File: config.mk
export PLATFORM = sky130hd
export DESIGN_NAME = decoder_3x8_seq
export DESIGN_NICKNAME = d
export VERILOG_FILES = /design/src/rtl/decoder_3x8_seq_pkg.sv /design/src/rtl/decoder_3x8_seq_onehot_dec.sv /design/src/rtl/decoder_3x8_seq.sv
export SDC_FILE = /design/constraint.sdc
export NUM_CORES = 1
export LEC_CHECK = 0
export ABC_AREA = 1
export BUFFER_PORTS_ARGS = -buffer_cell sky130_fd_sc_hd__buf_2
export CORE_UTILIZATION = 45
export CTS_BUF_LIST = sky130_fd_sc_hd__clkbuf_4 sky130_fd_sc_hd__clkbuf_8
export CTS_CLUSTER_DIAMETER = 40
export DETAILED_ROUTE_END_ITERATION = 8
export GPL_ROUTABILITY_DRIVEN = 1
export PLACE_DENSITY = 0.67
export SYNTH_ARGS = -nofsm -noshare
export SYNTH_HDL_FRONTEND = slang
export SYNTH_SLANG_ARGS = --single-unit
File: constraint.sdc
create_clock -name clk -period 3.05 [get_ports clk]
set_input_delay 0.61 -clock clk [delete_from_list [all_inputs] [get_ports clk]]
set_output_delay 0.61 -clock clk [all_outputs]
set_load 0.05 [all_outputs]
File: src/rtl/decoder_3x8_seq_pkg.sv
// Shared types and constants for the 3-to-8 sequenced decoder.
// The SWEEP state is only encoded when DEC_SWEEP_EN is defined.
package decoder_pkg;

  localparam int CODE_W = 3;
  localparam int LINES  = 8;

`ifdef DEC_SWEEP_EN
  typedef enum logic [1:0] {
    IDLE  = 2'd0,
    HOLD  = 2'd1,
    SWEEP = 2'd2
  } dec_state_t;
`else
  typedef enum logic {
    IDLE = 1'b0,
    HOLD = 1'b1
  } dec_state_t;
`endif

endpackage

File: src/rtl/decoder_3x8_seq_onehot_dec.sv
// Purely combinational CODE_W-to-LINES binary to one-hot decoder.
module onehot_dec
  import decoder_pkg::*;
(
  input  logic [CODE_W-1:0] code,
  output logic [LINES-1:0]  onehot
);

  for (genvar gi = 0; gi < LINES; gi++) begin : g_line
    assign onehot[gi] = (code == CODE_W'(gi));
  end

endmodule

File: src/rtl/decoder_3x8_seq.sv
// Registered 3-to-8 decoder with valid/ready intake and a PULSE_LEN-cycle hold.
// Defining DEC_SWEEP_EN adds sweep_start and a walk across all eight lines.
module decoder_3x8_seq
  import decoder_pkg::*;
#(
  parameter int PULSE_LEN = 4,
  parameter int CNT_W     = 8
) (
  input  logic              clk,
  input  logic              rst,
  input  logic              in_valid,
  output logic              in_ready,
  input  logic [CODE_W-1:0] inn,
`ifdef DEC_SWEEP_EN
  input  logic              sweep_start,
`endif
  output logic [LINES-1:0]  out,
  output logic              out_valid,
  output logic              busy
);

  localparam logic [CNT_W-1:0] RELOAD = CNT_W'(PULSE_LEN - 1);

  dec_state_t        state_reg;
  logic [CNT_W-1:0]  cnt_reg;
  logic [LINES-1:0]  out_reg;
  logic              out_valid_reg;
  logic [LINES-1:0]  code_onehot;
`ifdef DEC_SWEEP_EN
  logic [CODE_W-1:0] idx_reg;
`endif

  onehot_dec u_dec (
    .code   (inn),
    .onehot (code_onehot)
  );

  always_ff @(posedge clk) begin
    if (rst) begin
      state_reg     <= IDLE;
      cnt_reg       <= '0;
      out_reg       <= '0;
      out_valid_reg <= 1'b0;
`ifdef DEC_SWEEP_EN
      idx_reg       <= '0;
`endif
    end else begin
      case (state_reg)
        IDLE: begin
`ifdef DEC_SWEEP_EN
          // A sweep request wins over a simultaneous code, which is dropped.
          if (sweep_start) begin
            state_reg     <= SWEEP;
            idx_reg       <= '0;
            out_reg       <= LINES'(1);
            out_valid_reg <= 1'b1;
            cnt_reg       <= RELOAD;
          end else
`endif
          if (in_valid) begin
            state_reg     <= HOLD;
            out_reg       <= code_onehot;
            out_valid_reg <= 1'b1;
            cnt_reg       <= RELOAD;
          end
        end
        HOLD: begin
          if (cnt_reg != '0) begin
            cnt_reg <= cnt_reg - 1'b1;
          end else begin
            state_reg     <= IDLE;
            out_reg       <= '0;
            out_valid_reg <= 1'b0;
          end
        end
`ifdef DEC_SWEEP_EN
        SWEEP: begin
          if (cnt_reg != '0) begin
            cnt_reg <= cnt_reg - 1'b1;
          end else if (idx_reg != CODE_W'(LINES - 1)) begin
            idx_reg <= idx_reg + 1'b1;
            out_reg <= out_reg << 1;
            cnt_reg <= RELOAD;
          end else begin
            state_reg     <= IDLE;
            out_reg       <= '0;
            out_valid_reg <= 1'b0;
          end
        end
`endif
        default: begin
          state_reg     <= IDLE;
          out_reg       <= '0;
          out_valid_reg <= 1'b0;
        end
      endcase
    end
  end

  assign in_ready  = (state_reg == IDLE);
  assign busy      = (state_reg != IDLE);
  assign out       = out_reg;
  assign out_valid = out_valid_reg;

endmodule

Word-level counts from Yosys, hierarchy flattened
Cells that the tools add are included.
- output and inout bits: 11
- input bits: 6
- register bits after elaboration: 18
- logic and storage cells: 32
- reductions and logical operators: 4
- $add $sub $neg: 1
- bitwise logic cells: 1
- eq/ne operators: 10
- multiplexer cells: 12
- operator list (cell ; count):
    $mux W8 ; 4
    $pmux W8 S2 ; 2
    $eq A3 B3 Y1 const B ; 4
    $reduce_bool A8 Y1 ; 1
    $sub A8 B1 Y8 const B ; 1
    $eq A3 B2 Y1 const B ; 2
    $mux W1 ; 4
    $ne A2 B2 Y1 const B ; 2
    $pmux W1 S2 ; 2
    $reduce_and A2 Y1 ; 2
    $eq A3 B1 Y1 const B ; 1
    $logic_not A3 Y1 ; 1
    $ne A2 B1 Y1 const B ; 1
    $not A1 Y1 ; 1

Longest topological paths before layout
Gate-level depths: netlist (run 1).
- word-level depth: 3
- depth in mapped cells: 9
- gate-level depth less buffers: 9

Cells and area by module
A second synthesis (run 1) with hierarchy kept.
- cell total of the unflattened synthesis: 130
- area, all modules: 864.6 µm²
- by module, submodules not included (module ; instances ; sequential area each (µm²) ; area each (µm²) ; cells an instance):
    decoder_3x8_seq ; 1 ; 360.3 ; 808.3 ; 115
    onehot_dec ; 1 ; 0.0 ; 56.3 ; 15

Worst setup path before layout (run 1)
Ideal clock, no wire load.
- path kind: reg2reg
- start: register state_reg (netlist: busy)
- end: register cnt_reg[5]
- clock period less this slack: 1.674 ns
- stages on the path, launching flop included: 7
- arrival: 1.559 ns
- required time: 2.935 ns
- slack: 1.376 ns
- setup time: 0.115 ns
- path buffers: 1
- cells stage by stage: dfxtp_1 > inv_2 > nand2_2 > buf_6 > nand2_1 > a21oi_1 > nor2_1
- cells in the longest elaborated chain, start to end: 3
- elaborated cells between the ends (all ways): 5
- classes of those cells: 2 x eq/ne; 1 x mux; 1 x bitwise; 1 x reduce/logical
- ends and longest elaborated chain (element ; line ; RTL):
    from (decl) ; decoder_3x8_seq.sv:24 ; dec_state_t state_reg;
    from (signal assigned) ; decoder_3x8_seq.sv:40 ; state_reg <= IDLE;
    from (signal assigned) ; decoder_3x8_seq.sv:61 ; state_reg <= HOLD;
    from (signal assigned) ; decoder_3x8_seq.sv:71 ; state_reg <= IDLE;
    $not A1 Y1 * ; n/a ;
    net in_ready ; decoder_3x8_seq.sv:12 ; output logic in_ready,
    $ne A2 B2 Y1 (no line) ; n/a ;
    $reduce_and A2 Y1 (no line) ; n/a ;
    to (signal assigned) ; decoder_3x8_seq.sv:69 ; cnt_reg <= cnt_reg - 1'b1;
    to (decl) ; decoder_3x8_seq.sv:25 ; logic [CNT_W-1:0] cnt_reg;
The timed path passes the listed nets; every way through them passes the cells marked *.
A chain may end at the register's enable or synchronous reset.

Worst setup path in the final report (run 1)
- start: register state_reg (netlist: busy)
- end: output in_ready
- cells in the longest elaborated chain, start to end: 1
- ends and longest elaborated chain (element ; line):
    $not A1 Y1 ; n/a
    to (decl) ; decoder_3x8_seq.sv:12
No other way between the ends.

==> metrics.md, run 1 <==
| Metric | Value |
|---|---|
| Hold Vio Cnt, Final | `0` |
| Pre-CTS WS | `1.56 ns` |
| # rows | `15` |
| Final core occ | `0.573` |
| Antenna-violating nets left | `0` |
| Ys Warns | `0` |
| Final non-filler cell total | `163` |
| Fin worst setup slack | `about 1.3 ns` |
| Worst-Margin Slew | `approximately 0.29 ns` |
| First-pass GRT wire length | `2.75 mm` |
| Final Slew Violations | `0` |
| Leakage | `0.000448 µW` |
| Crit path DAT | `about 1.1 ns` |
| Pin count of the biggest net entering global routing | `16` |
| Sw power | `221 µW` |
| Top_reg_cell synth | `dfxtp_1` |
| Power Density | `~600 mW/mm²` |
| Status | `finished, final reports clean` |
| CTS tree | `yes` |
| CP Max Fanout | `5` |
| Port buffer count | `16` |
| Clock buffer depth | `2` |
| WL/cell | `10.5 µm` |
| Later-pin clock latency in the skew report | `slightly below 0.3 ns` |
| #FFs+latches synth | `18` |
| Max Freq | `~0.58 GHz` |
| Post-synthesis sequential area ratio | `0.406` |
| Vias per cell | `4.82` |
| Die W | `46.4 µm` |
| Final setup TNS | `0 ns` |
| Postcts setup bufs | `0` |
| Final WL | `between 1.5 and 2 mm` |
| Clk_skew | `~0.012 ns` |
| Via count | `785` |
| Fraction of final layout cells sized beyond drive strength 1 | `0.246` |
| Logic pwr share | `0.314` |
| Worst Setup Path Type | `reg2out` |
| CTS root buf | `clkbuf_4` |
| Die Height | `~46 µm` |
| Flop pwr share | `0.440` |
| Tmin final | `1.72 ns` |
| Synthesized cell area | `around 890 µm²` |
| Netlist cell types | `22` |
| Type of the tightest min-delay check | `reg2reg` |
| Final nets | `146` |
| I/O pin count | `17` |
| Number of synthesized flops with an enable pin | `0` |
| Largest cells by area after synthesis | `dfxtp_1, nand2_1, a21oi_1` |
| Core area | `roughly 0.0018 mm²` |
| Worst Path Required | `roughly 2.4 ns` |
| DP HPWL | `around 1.3 mm` |
| Synthesized instance count | `120` |
| Post-synth top area cell | `dfxtp_1` |
| Critical Path Sink Type | `output pin` |
| Hold_buf cts | `0` |
| Initial antenna violation count | `0` |
| Area Growth Syn to Fin | `14.9%` |
| Die area | `0.00216 mm²` |
| GRT Total Usage | `0.181` |
| Clock-pin slew on the worst setup and hold paths | `around 0.11 ns` |
| Critical path launch point type | `register` |
| Vias in the first global route | `just over 600` |
| H-tree depth | `1` |
| Switching Share | `0.365` |
| Cell-internal power | `about 380 µW` |
| Min Hold Slack | `approximately 0.47 ns` |
| Inst Count DP | `around 160` |
| Max IR drop VDD | `roughly 0.35 mV` |
| Final weighted congestion in routability-driven placement | `0.828` |
| Clock sink total | `18` |
| Antenna Cells | `0` |
| Most frequent cell after synthesis | `nand2_1` |
| PostCTS Resize Cnt | `0` |
| Clock network power share | `0.246` |
| Max cap viols | `0` |
| Net Count, Synth | `127` |
| Final critical-path share of the clock period | `0.563` |
| DRT iter0 DRCs | `22` |
| Slew margin rel. | `0.808` |
| Syn Area/Cell | `around 7.4 µm²` |
| DRC violations left | `0` |
| Top cells by count, synth | `nand2_1, dfxtp_1, inv_1, nor2_1` |
| GRT overflow | `0` |
| Starting Density | `0.498` |
| RSZ-0062 raised after global routing | `no` |
| Ys async rst share | `0` |
| Synth top area share | `0.406` |
| CTS Buf Count | `3` |
| Finish-stage setup viols | `0` |
| First-pass iteration count of the detailed router | `4` |
## per-layer routing
layer / vias to the layer above / share of wire / global-route usage
li1: 420 / - / -
met1: 349 / 0.54 / 0.270
met2: 14 / 0.42 / 0.250
met3: 2 / 0.033 / 0.0353
met4: 0 / 0.0088 / 0.0706
met5: - / 0 / 0
## layout by cell type, fill, tap and decap left out, drive strengths merged, types with 2 or more instances in the layout
| cell type | instances |
|---|---|
| a21oi | 14 |
| buf | 16 |
| clkbuf | 4 |
| dfxtp | 18 |
| inv | 16 |
| nand2 | 25 |
| nand3 | 12 |
| nor2 | 20 |
| nor3 | 2 |
| o21ai | 8 |
## power by group through the flow
stage	sequential [µW]	clock, µW	combinational (µW)
after floorplan	290	0	139
after global placement	272	0	190
after detailed placement	272	0	190
after CTS	267	156	191
after global routing	269	162	211
final	267	149	190
## metrics by stage
step | instance area, µm² | power [µW]
2_1_floorplan | 888 | 429
5_1_grt | 1020 | 643
6_report | 1020 | 605
3_3_place_gp | 985 | 461
3_5_place_dp | 985 | 462
4_1_cts | 1020 | 614
## worst paths after layout
| path | to | slack (ns) | cells past startpoint | start |
|---|---|---|---|---|
| max | in_ready | 1.33 | 2 | busy$_SDFF_PP0_ |
| min | cnt_reg[1]$_SDFFE_PP0P_ | 0.47 | 2 | cnt_reg[1]$_SDFFE_PP0P_ |
| max reg2reg | out_valid$_SDFFE_PP0P_ | 1.55 | 7 | cnt_reg[0]$_SDFFE_PP0P_ |
| min reg2reg | cnt_reg[1]$_SDFFE_PP0P_ | 0.47 | 2 | cnt_reg[1]$_SDFFE_PP0P_ |
## layout make-up
| cell class | count | area [µm²] |
|---|---|---|
| Tap cell | 25 | 31.3 |
| Sequential cell | 18 | 360 |
| Fill cell | 168 | 762 |
| Timing Repair Buffer | 16 | 80.1 |
| Clock buffer | 4 | 36.3 |
| Inverter | 16 | 60.1 |
| Multi-Input combinational cell | 84 | 453 |
## logic make-up after synthesis
logic type      synth area share
simple gates               0.349
flops                      0.406
compound gates             0.137
xor+xnor                 0.00986
buf+inv                   0.0845
fa+ha+maj                 0.0141
## worst max-delay path: stages (launching register included)
cell and delay, ns:
dfxtp_1 0.39, inv_2 0.14, buf_2 0.28
Power figures use the tool's default switching activity.
==> run 2: changes to the inputs <==
--- a/config.mk
+++ b/config.mk
@@ -12,7 +12,7 @@
 export CTS_CLUSTER_DIAMETER = 40
 export DETAILED_ROUTE_END_ITERATION = 8
 export GPL_ROUTABILITY_DRIVEN = 1
-export PLACE_DENSITY = 0.67
+export PLACE_DENSITY = 0.7
 export SYNTH_ARGS = -nofsm -noshare
 export SYNTH_HDL_FRONTEND = slang
 export SYNTH_SLANG_ARGS = --single-unit
==> constraint.sdc (replaced) <==
create_clock -name clk -period 1.5 [get_ports clk]
set_input_delay 0.3 -clock clk [delete_from_list [all_inputs] [get_ports clk]]
set_output_delay 0.3 -clock clk [all_outputs]
set_load 0.05 [all_outputs]
==> run 2 against run 1 <==
Design area grew 0.61%; total power grew 100%; hold slack lost 0.16 ns; wire length shrank 1.4%; combinational power grew 100%; clock power grew 99%; worst setup slack lost 1.2 ns; register-to-register slack lost 1.4 ns; final cell count is the same; first-iteration DRC count shrank 36%; flip-flop and latch count is the same; critical path depth grew 5; highest routed layer unchanged.
==> metrics.md, run 2 (synthesis results as in run 1) <==
| Metric | Value |
|---|---|
| Clock buffer depth | `2 (unchanged)` |
| Fraction of final layout cells sized beyond drive strength 1 | `0.268 (+0.0217)` |
| Type of the tightest min-delay check | `in2reg` |
| CTS root buf | `clkbuf_4` |
| # rows | `15 (unchanged)` |
| Max IR drop VDD | `0.682 mV (+93%)` |
| Pin count of the biggest net entering global routing | `16 (unchanged)` |
| First-pass iteration count of the detailed router | `4 (unchanged)` |
| Clock-pin slew on the worst setup and hold paths | `0.10 ns (about the same)` |
| Slew margin rel. | `0.812 (+0.00343)` |
| CP Max Fanout | `9 (+4)` |
| Final WL | `1.69 mm (-1.4%)` |
| Die Height | `46.4 µm (unchanged)` |
| Final setup TNS | `0 ns (unchanged)` |
| Crit path DAT | `1.57 ns (+0.46 ns)` |
| Final weighted congestion in routability-driven placement | `0.859 (+3.8%)` |
| Critical Path Sink Type | `register` |
| DRC violations left | `0 (unchanged)` |
| Tmin final | `around 1.4 ns` |
| Hold Vio Cnt, Final | `0 (unchanged)` |
| WL/cell | `10.4 µm (-1.4%)` |
| H-tree depth | `1 (unchanged)` |
| Die area | `0.00216 mm² (unchanged)` |
| Power Density | `1200 mW/mm² (+100%)` |
| CTS tree | `yes` |
| Via count | `765 (-2.5%)` |
| Final nets | `146 (unchanged)` |
| DP HPWL | `1.32 mm (+0.12%)` |
| Leakage | `0.000446 µW (-0.27%)` |
| Later-pin clock latency in the skew report | `0.29 ns (about the same)` |
| Commonest non-fill, non-tap cell in the layout | `nand2_1` |
| Finish-stage setup viols | `0 (unchanged)` |
| Area Growth Syn to Fin | `15.6%` |
| # fillers | `169 (+0.60%)` |
| Most frequent cells in the layout | `nand2_1, dfxtp_1, buf_2, inv_1, nor2_1` |
| Postcts setup bufs | `0 (unchanged)` |
| DRT iter0 DRCs | `14 (-36%)` |
| GRT Total Usage | `0.198 (+0.0164)` |
| Vias per cell | `4.69 (-2.5%)` |
| I/O pin count | `17 (unchanged)` |
| First-pass GRT wire length | `3.03 mm (+10%)` |
| RSZ-0062 raised after global routing | `yes` |
| Clock sink total | `18 (unchanged)` |
| Antenna-violating nets left | `0 (unchanged)` |
| Starting Density | `0.498 (unchanged)` |
| Final Slew Violations | `0 (unchanged)` |
| Vias in the first global route | `738 (+19%)` |
| Core area | `0.00178 mm² (unchanged)` |
| Antenna Cells | `0 (unchanged)` |
| Worst-Margin Slew | `0.283 ns (-0.00515 ns)` |
| CTS Buf Count | `3 (unchanged)` |
| Initial antenna violation count | `0 (unchanged)` |
| Final critical-path share of the clock period | `0.928` |
| Worst Setup Path Type | `reg2reg` |
| GRT overflow | `0 (unchanged)` |
| Max cap viols | `0 (unchanged)` |
| Die W | `46.4 µm (unchanged)` |
| Max Freq | `0.719 GHz` |
| Critical path launch point type | `register` |
| Clk_skew | `0.00206 ns (-0.00950 ns)` |
| Worst Path Required | `1.68 ns (-0.76 ns)` |
| Status | `finished, final reports clean` |
| Port buffer count | `16 (unchanged)` |
| Min Hold Slack | `0.316 ns (-0.158 ns)` |
[run 2: metal layers]
| metal | global-route usage | vias up | share of wire |
|---|---|---|---|
| li1 | - | 420 | - |
| met1 | 0.281 | 327 | 0.50 |
| met2 | 0.294 | 14 | 0.45 |
| met3 | 0.0353 | 4 | 0.032 |
| met4 | 0.0706 | 0 | 0.016 |
| met5 | 0 | - | 0 |
[run 2: worst max-delay path, stage by stage (launching register included)]
cell and delay [ns]:
dfxtp_1 0.31, inv_1 0.12, ha_2 0.23, nand2_2 0.09, nor2_4 0.19, nand2_2 0.15
a21oi_1 0.15, nor2_1 0.04
[run 2: through the flow]
step | total power [µW] | utilization | std cells | area, µm² | worst slack (ns)
after global placement | 931 | 0.553 | 159 | 986 | 0.122
after global routing | 1320 | 0.576 | 163 | 1030 | -0.00410
after detailed placement | 940 | 0.553 | 159 | 986 | 0.0654
final | 1230 | 0.576 | 163 | 1030 | 0.108
after CTS | 1230 | 0.573 | 163 | 1020 | 0.0457
after floorplan | 873 | - | 120 | 890 | 0.108
[run 2: timing repair]
| item | 4_1_cts | 5_1_grt |
|---|---|---|
| hold buffers | 0 | 0 |
| setup endpoints to repair | 0 | 15 |
| resized for setup | 0 | 3 |
[run 2: final timing paths]
| check | end | depth (start not counted) | slack, ns | start |
|---|---|---|---|---|
| setup / recovery | out_valid$_SDFFE_PP0P_ | 7 | 0.11 | cnt_reg[0]$_SDFFE_PP0P_ |
| hold / removal | out[3]$_SDFFE_PP0P_ | 4 | 0.32 | inn[2] |
| setup reg to reg | out_valid$_SDFFE_PP0P_ | 7 | 0.11 | cnt_reg[0]$_SDFFE_PP0P_ |
| hold reg to reg | cnt_reg[1]$_SDFFE_PP0P_ | 2 | 0.48 | cnt_reg[1]$_SDFFE_PP0P_ |
[run 2: layout make-up]
cell class,instances,area (µm²),area share
Multi-Input combinational cell,84,458,0.446
Sequential cell,18,362,0.352
Timing Repair Buffer,16,80.1,0.0780
Inverter,16,60.1,0.0585
Clock buffer,4,36.3,0.0353
Tap cell,25,31.3,0.0305
[run 2: report_power, final]
| part | switching (µW) | leakage (µW) | internal [µW] |
|---|---|---|---|
| Clock | 148 | 0.0000210 | 148 |
| Combinational | 266 | 0.000278 | 123 |
| Sequential | 29.2 | 0.000147 | 515 |
| Total | 443 | 0.000446 | 786 |
